$ cat src/rtl/vpic_n_if.sv
// vpic_n_if: request, handshake and status signals between the interrupt controller and the processor control path
interface vpic_n_if #(
    parameter int N_CH    = 4,
    parameter int V_WIDTH = 8
);
    logic [N_CH-1:0]    irq_in;
    logic [N_CH-1:0]    edge_mode;
    logic               mask_wr;
    logic [N_CH-1:0]    mask_in;
    logic               i_en;
    logic               i_ack;
    logic               i_ret;
    logic               i_pending;
    logic [V_WIDTH-1:0] vector_out;
    logic [N_CH-1:0]    isr_out;
    logic [N_CH-1:0]    mask_out;

    modport master (
        output irq_in, edge_mode, mask_wr, mask_in, i_en, i_ack, i_ret,
        input  i_pending, vector_out, isr_out, mask_out
    );

    modport slave (
        input  irq_in, edge_mode, mask_wr, mask_in, i_en, i_ack, i_ret,
        output i_pending, vector_out, isr_out, mask_out
    );
endinterface

$ cat src/rtl/vpic_n.sv
// vpic_n: vectored priority interrupt controller with edge/level channels, masking and nested in-service tracking
module vpic_n #(
    parameter int                 N_CH       = 4,
    parameter int                 V_WIDTH    = 8,
    parameter logic [V_WIDTH-1:0] VEC_BASE   = 8'hF0,
    parameter int                 VEC_STRIDE = 1
) (
    input logic     g_clk,
    input logic     g_clr,
    vpic_n_if.slave bus
);
    logic [N_CH-1:0]    irq_q;
    logic [N_CH-1:0]    pend;
    logic [N_CH-1:0]    mask;
    logic [N_CH-1:0]    isr;
    logic [N_CH-1:0]    req;
    logic [N_CH-1:0]    isr_low;
    logic [N_CH-1:0]    below;
    logic [N_CH-1:0]    elig;
    logic [N_CH-1:0]    win;
    logic [N_CH-1:0]    rise;
    logic [N_CH-1:0]    ack_clr;
    logic [N_CH-1:0]    ret_clr;
    logic               take;
    logic [V_WIDTH-1:0] win_vec;

    // isr_low isolates the active priority level; subtracting one yields every strictly higher
    // priority channel, and wraps to all-ones when nothing is in service
    assign req     = pend & ~mask;
    assign isr_low = isr & (~isr + N_CH'(1));
    assign below   = isr_low - N_CH'(1);
    assign elig    = req & below;
    assign win     = elig & (~elig + N_CH'(1));
    assign rise    = bus.irq_in & ~irq_q;
    assign take    = bus.i_ack & bus.i_pending;
    assign ack_clr = take ? win : '0;
    assign ret_clr = bus.i_ret ? isr_low : '0;

    // vector of the one-hot winner, wrapping modulo the vector width
    always_comb begin
        win_vec = '0;
        for (int c = 0; c < N_CH; c++)
            win_vec = win[c] ? V_WIDTH'(int'(VEC_BASE) + c * VEC_STRIDE) : win_vec;
    end

    assign bus.i_pending  = bus.i_en & |elig;
    assign bus.vector_out = bus.i_pending ? win_vec : '0;
    assign bus.isr_out    = isr;
    assign bus.mask_out   = mask;

    // edge channels latch until taken (a fresh edge on the taken channel survives); level channels follow the line
    always_ff @(posedge g_clk) begin
        if (g_clr) begin
            irq_q <= '0;
            pend  <= '0;
            isr   <= '0;
            mask  <= '1;
        end else begin
            irq_q <= bus.irq_in;
            pend  <= (bus.edge_mode & ((pend & ~ack_clr) | rise)) | (~bus.edge_mode & bus.irq_in);
            isr   <= (isr & ~ret_clr) | ack_clr;
            if (bus.mask_wr)
                mask <= bus.mask_in;
        end
    end
endmodule

$ cat src/flat_wrapper.sv
// flat-port wrapper written by rule: the top's interface ports become plain ports
module vpic_n_flat 
#(
    parameter int                 N_CH       = 4,
    parameter int                 V_WIDTH    = 8,
    parameter logic [V_WIDTH-1:0] VEC_BASE   = 8'hF0,
    parameter int                 VEC_STRIDE = 1
)
  (g_clk, g_clr, bus_irq_in, bus_edge_mode, bus_mask_wr, bus_mask_in, bus_i_en, bus_i_ack, bus_i_ret, bus_i_pending, bus_vector_out, bus_isr_out, bus_mask_out);
  vpic_n_if #(.N_CH(N_CH), .V_WIDTH(V_WIDTH)) bus_i ();
  input logic g_clk;
  input logic g_clr;
  input wire logic [$bits(bus_i.irq_in)-1:0] bus_irq_in;
  input wire logic [$bits(bus_i.edge_mode)-1:0] bus_edge_mode;
  input wire logic [$bits(bus_i.mask_wr)-1:0] bus_mask_wr;
  input wire logic [$bits(bus_i.mask_in)-1:0] bus_mask_in;
  input wire logic [$bits(bus_i.i_en)-1:0] bus_i_en;
  input wire logic [$bits(bus_i.i_ack)-1:0] bus_i_ack;
  input wire logic [$bits(bus_i.i_ret)-1:0] bus_i_ret;
  output wire logic [$bits(bus_i.i_pending)-1:0] bus_i_pending;
  output wire logic [$bits(bus_i.vector_out)-1:0] bus_vector_out;
  output wire logic [$bits(bus_i.isr_out)-1:0] bus_isr_out;
  output wire logic [$bits(bus_i.mask_out)-1:0] bus_mask_out;
  assign bus_i.irq_in = bus_irq_in;
  assign bus_i.edge_mode = bus_edge_mode;
  assign bus_i.mask_wr = bus_mask_wr;
  assign bus_i.mask_in = bus_mask_in;
  assign bus_i.i_en = bus_i_en;
  assign bus_i.i_ack = bus_i_ack;
  assign bus_i.i_ret = bus_i_ret;
  assign bus_i_pending = bus_i.i_pending;
  assign bus_vector_out = bus_i.vector_out;
  assign bus_isr_out = bus_i.isr_out;
  assign bus_mask_out = bus_i.mask_out;
  vpic_n #(.N_CH(N_CH), .V_WIDTH(V_WIDTH), .VEC_BASE(VEC_BASE), .VEC_STRIDE(VEC_STRIDE)) u_core (.g_clk(g_clk), .g_clr(g_clr), .bus(bus_i));
endmodule
$ cat config.mk
export PLATFORM = sky130hd
export DESIGN_NAME = vpic_n_flat
export DESIGN_NICKNAME = d
export VERILOG_FILES = /design/src/rtl/vpic_n_if.sv /design/src/rtl/vpic_n.sv /design/src/flat_wrapper.sv
export SDC_FILE = /design/constraint.sdc
export NUM_CORES = 1
export LEC_CHECK = 0
export ABC_AREA = 1
export CAP_MARGIN = 20
export CORE_AREA = 2 2 46 48
export CTS_CLUSTER_DIAMETER = 100
export CTS_CLUSTER_SIZE = 14
export DETAILED_ROUTE_END_ITERATION = 10
export DIE_AREA = 0 0 48 50
export PLACE_DENSITY = 0.87
export SLEW_MARGIN = 10
export SYNTH_ARGS = -nofsm -noshare
export SYNTH_HDL_FRONTEND = slang
export SYNTH_SLANG_ARGS = --single-unit
$ cat constraint.sdc
create_clock -name g_clk -period 3.9 [get_ports g_clk]
set_clock_uncertainty 0.05 [all_clocks]
set_input_delay 0.975 -clock g_clk [delete_from_list [all_inputs] [get_ports g_clk]]
set_output_delay 0.975 -clock g_clk [all_outputs]
set_load 0.05 [all_outputs]
==> impl_results.md <==
- Global-route usage over all layers: 15.97%
- Upper clock frequency limit: 318.2 MHz
- Max VDD drop: 0.1722 mV
- CTS tree: built
- Sink Count: 16
- Status: finished clean
- I/O Pins: 35
- Initial Util: 40.39%
- EDFF count, synth: 0
- Layout net count: 153
- Min-Delay Path Class: reg -> reg
- Worst Slack Setup Final: 0.7578 ns
- Number of nets with antenna violations after routing: 0
- Clk_lat worst skew: 0.29 ns
- Mean number of vias per cell: 4.665
- Total core area: 0.001902 mm^2
- Max transition margin: 62.31%
- Site row count: 16
- Post-detailed-routing wire length: 1.764 mm
- Die area: 0.002400 mm^2
- Fin util: 60.79%
- Final weighted congestion in routability-driven placement: 0.7819
- Synth-to-layout area growth: 50.49%
- Fill cell instance count of the final layout: 156
- Netlist area before placement: 768.2 um^2
- Crit. End Element: output pin
- Most instantiated cells after synthesis: 19 x sky130_fd_sc_hd__nand2_1, 16 x sky130_fd_sc_hd__dfxtp_1, 16 x sky130_fd_sc_hd__inv_1
- Pin count of the biggest net entering global routing: 17
- Final hold violations: 0
- Total iterations of the first detailed-routing run: 4
- Main synth FF type: sky130_fd_sc_hd__dfxtp_1
- Via total after detailed routing: 751
- # Max-Cap Violations: 0
- Vias in the first global route: 696
- Wire length of the first global-routing pass: 2.753 mm
- Sequential cell area fraction in the yosys report: 41.69%
- Share of flip-flops with an asynchronous set or reset: 0%
- Data arrival time of the critical path: 2.12 ns
- Pre-CTS setup slack: 0.7683 ns
- Worst R2R Path Depth: 6
- Final total power: 0.3918 mW
- Count of hold-fix buffers inserted at cts: 0
- Total of buffers placed on input and output ports: 32
- Total of warnings raised by yosys: 0
- Total of flip-flops plus latches after synthesis: 16
- Layout cells sized above 1: 14.93%
- HPWL after DPL: 1.468 mm
- Yosys top cell area share: 41.69%
- Number of H-tree levels: 1
- Most area-hungry cell type in the Yosys netlist: sky130_fd_sc_hd__dfxtp_1
- Final slew viol count: 0
- Clk root buf: sky130_fd_sc_hd__clkbuf_4
- Max FO, Critical Path: 6
- Top cells by area in the synthesized netlist: sky130_fd_sc_hd__dfxtp_1 42%, sky130_fd_sc_hd__nand2_1 9.3%, sky130_fd_sc_hd__inv_1 7.8%
- Sum of overflow across all layers after global routing: 0
- Post-route minimum period: 3.142 ns
- Setup TNS after final layout: 0 ns
- Most frequent cell after synthesis: sky130_fd_sc_hd__nand2_1
- Depth of the worst hold-timing path: 3
- Wirelength per Cell: 10.96 um
- Classification of the worst setup path: in -> out
- Mapped Cells: 103
- Worst Max-Slew Pin Slew: 0.5635 ns
- Average cell area after synthesis: 7.459 um^2
- Post_cts resized: 0
- Sort of element at the start of the critical path: input port
- Static Leak: 0.5239 nW
- Tcrit/Tclk final: 80.57%
- Number of library cell types mapped by synthesis: 21
- Detailed-route DRC error count: 0
- Die Width: 48 um
- Unrepaired setup endpoints after global routing: no
- Clock transition time at the flip-flop clock pins of the worst setup and hold paths: 0.09 ns
- Initial DRC Count: 14
- Die Height: 50 um
- Required time of the worst setup path: 2.87 ns
- Buffers inserted by post-CTS timing repair: 0
- Initial antenna violation count: 0
- Count of endpoints failing setup in the final report: 0
- Number of CTS-inserted buffers: 3
- Antenna Cells: 0
- Power density cells: 338.9 mW/mm^2
- Maximum clock path buffer count: 2
[where the power goes]
part	total (mW)	switching, mW	internal (mW)
Clock	0.109	0.0520	0.0568
Sequential	0.177	0.00442	0.172
Combinational	0.106	0.0617	0.0447
[worst paths after layout]
| check | start | endpoint | slack (ns) |
|---|---|---|---|
| worst min-delay path | u_core.irq_q[3] | u_core.pend[3] | 0.42 |
| worst min register to register | u_core.irq_q[3] | u_core.pend[3] | 0.42 |
| worst max-delay path | bus_i_en | bus_vector_out[0] | 0.76 |
| worst max register to register | u_core.bus.isr_out[0] | u_core.bus.isr_out[3] | 2.62 |
[area by class of cell]
class,instances,area (um^2),area share [%]
multi-input cells,64,341.6,29.55
flip-flops and latches,16,320.3,27.71
repair buffers,33,360.3,31.17
inverters,17,63.81,5.519
well taps,27,33.78,2.922
clock buffers,4,36.28,3.139
[state kept, by name, indices dropped and copies added (netlist names)]
signal               count
u_core.bus.isr_out       4
u_core.bus.mask_out      4
u_core.irq_q             4
u_core.pend              4
[layout by cell type (no fill, tap or decap), types with 4 or more instances in the layout]
master	netlist	routed
sky130_fd_sc_hd__a21oi_1	8	8
sky130_fd_sc_hd__buf_12	0	4
sky130_fd_sc_hd__buf_4	5	4
sky130_fd_sc_hd__clkdlybuf4s50_1	0	25
sky130_fd_sc_hd__dfxtp_1	16	16
sky130_fd_sc_hd__inv_1	16	16
sky130_fd_sc_hd__nand2_1	19	19
sky130_fd_sc_hd__nor2_1	9	9
sky130_fd_sc_hd__o21ai_0	9	9
[cell families (layout without fill, tap and decap cells)]
group,Yosys count,in the layout,share of synthesized area (%)
flops,16,16,41.69
compound gates,20,20,15.47
other cells,1,2,0.4881
buf+inv,24,54,14.33
simple gates,42,42,28.01
[worst max-delay path: stages]
cell and delay, ns:
sky130_fd_sc_hd__clkdlybuf4s50_1 0.58, sky130_fd_sc_hd__a21boi_4 0.23, sky130_fd_sc_hd__o21a_1 0.14, sky130_fd_sc_hd__buf_4 0.19
[through the flow]
step | cell area, um^2 | hold slack, ns | instances
floorplan | 772.0 | 0.3859 | 104
detailed placement | 1120 | 0.3988 | 157
global placement | 1120 | 0.3922 | 157
CTS | 1156 | 0.4220 | 161
global route | 1156 | 0.4591 | 161
finish | 1156 | 0.4246 | 161
[per-layer routing]
layer  global-route usage, %  part of all wire, %
met1                   15.63                   41
met2                   30.44                   52
met3                   3.297                  6.0
met4                   5.405                  1.2
met5                       0                    0
Note: power is estimated with default switching activity, not from simulation.
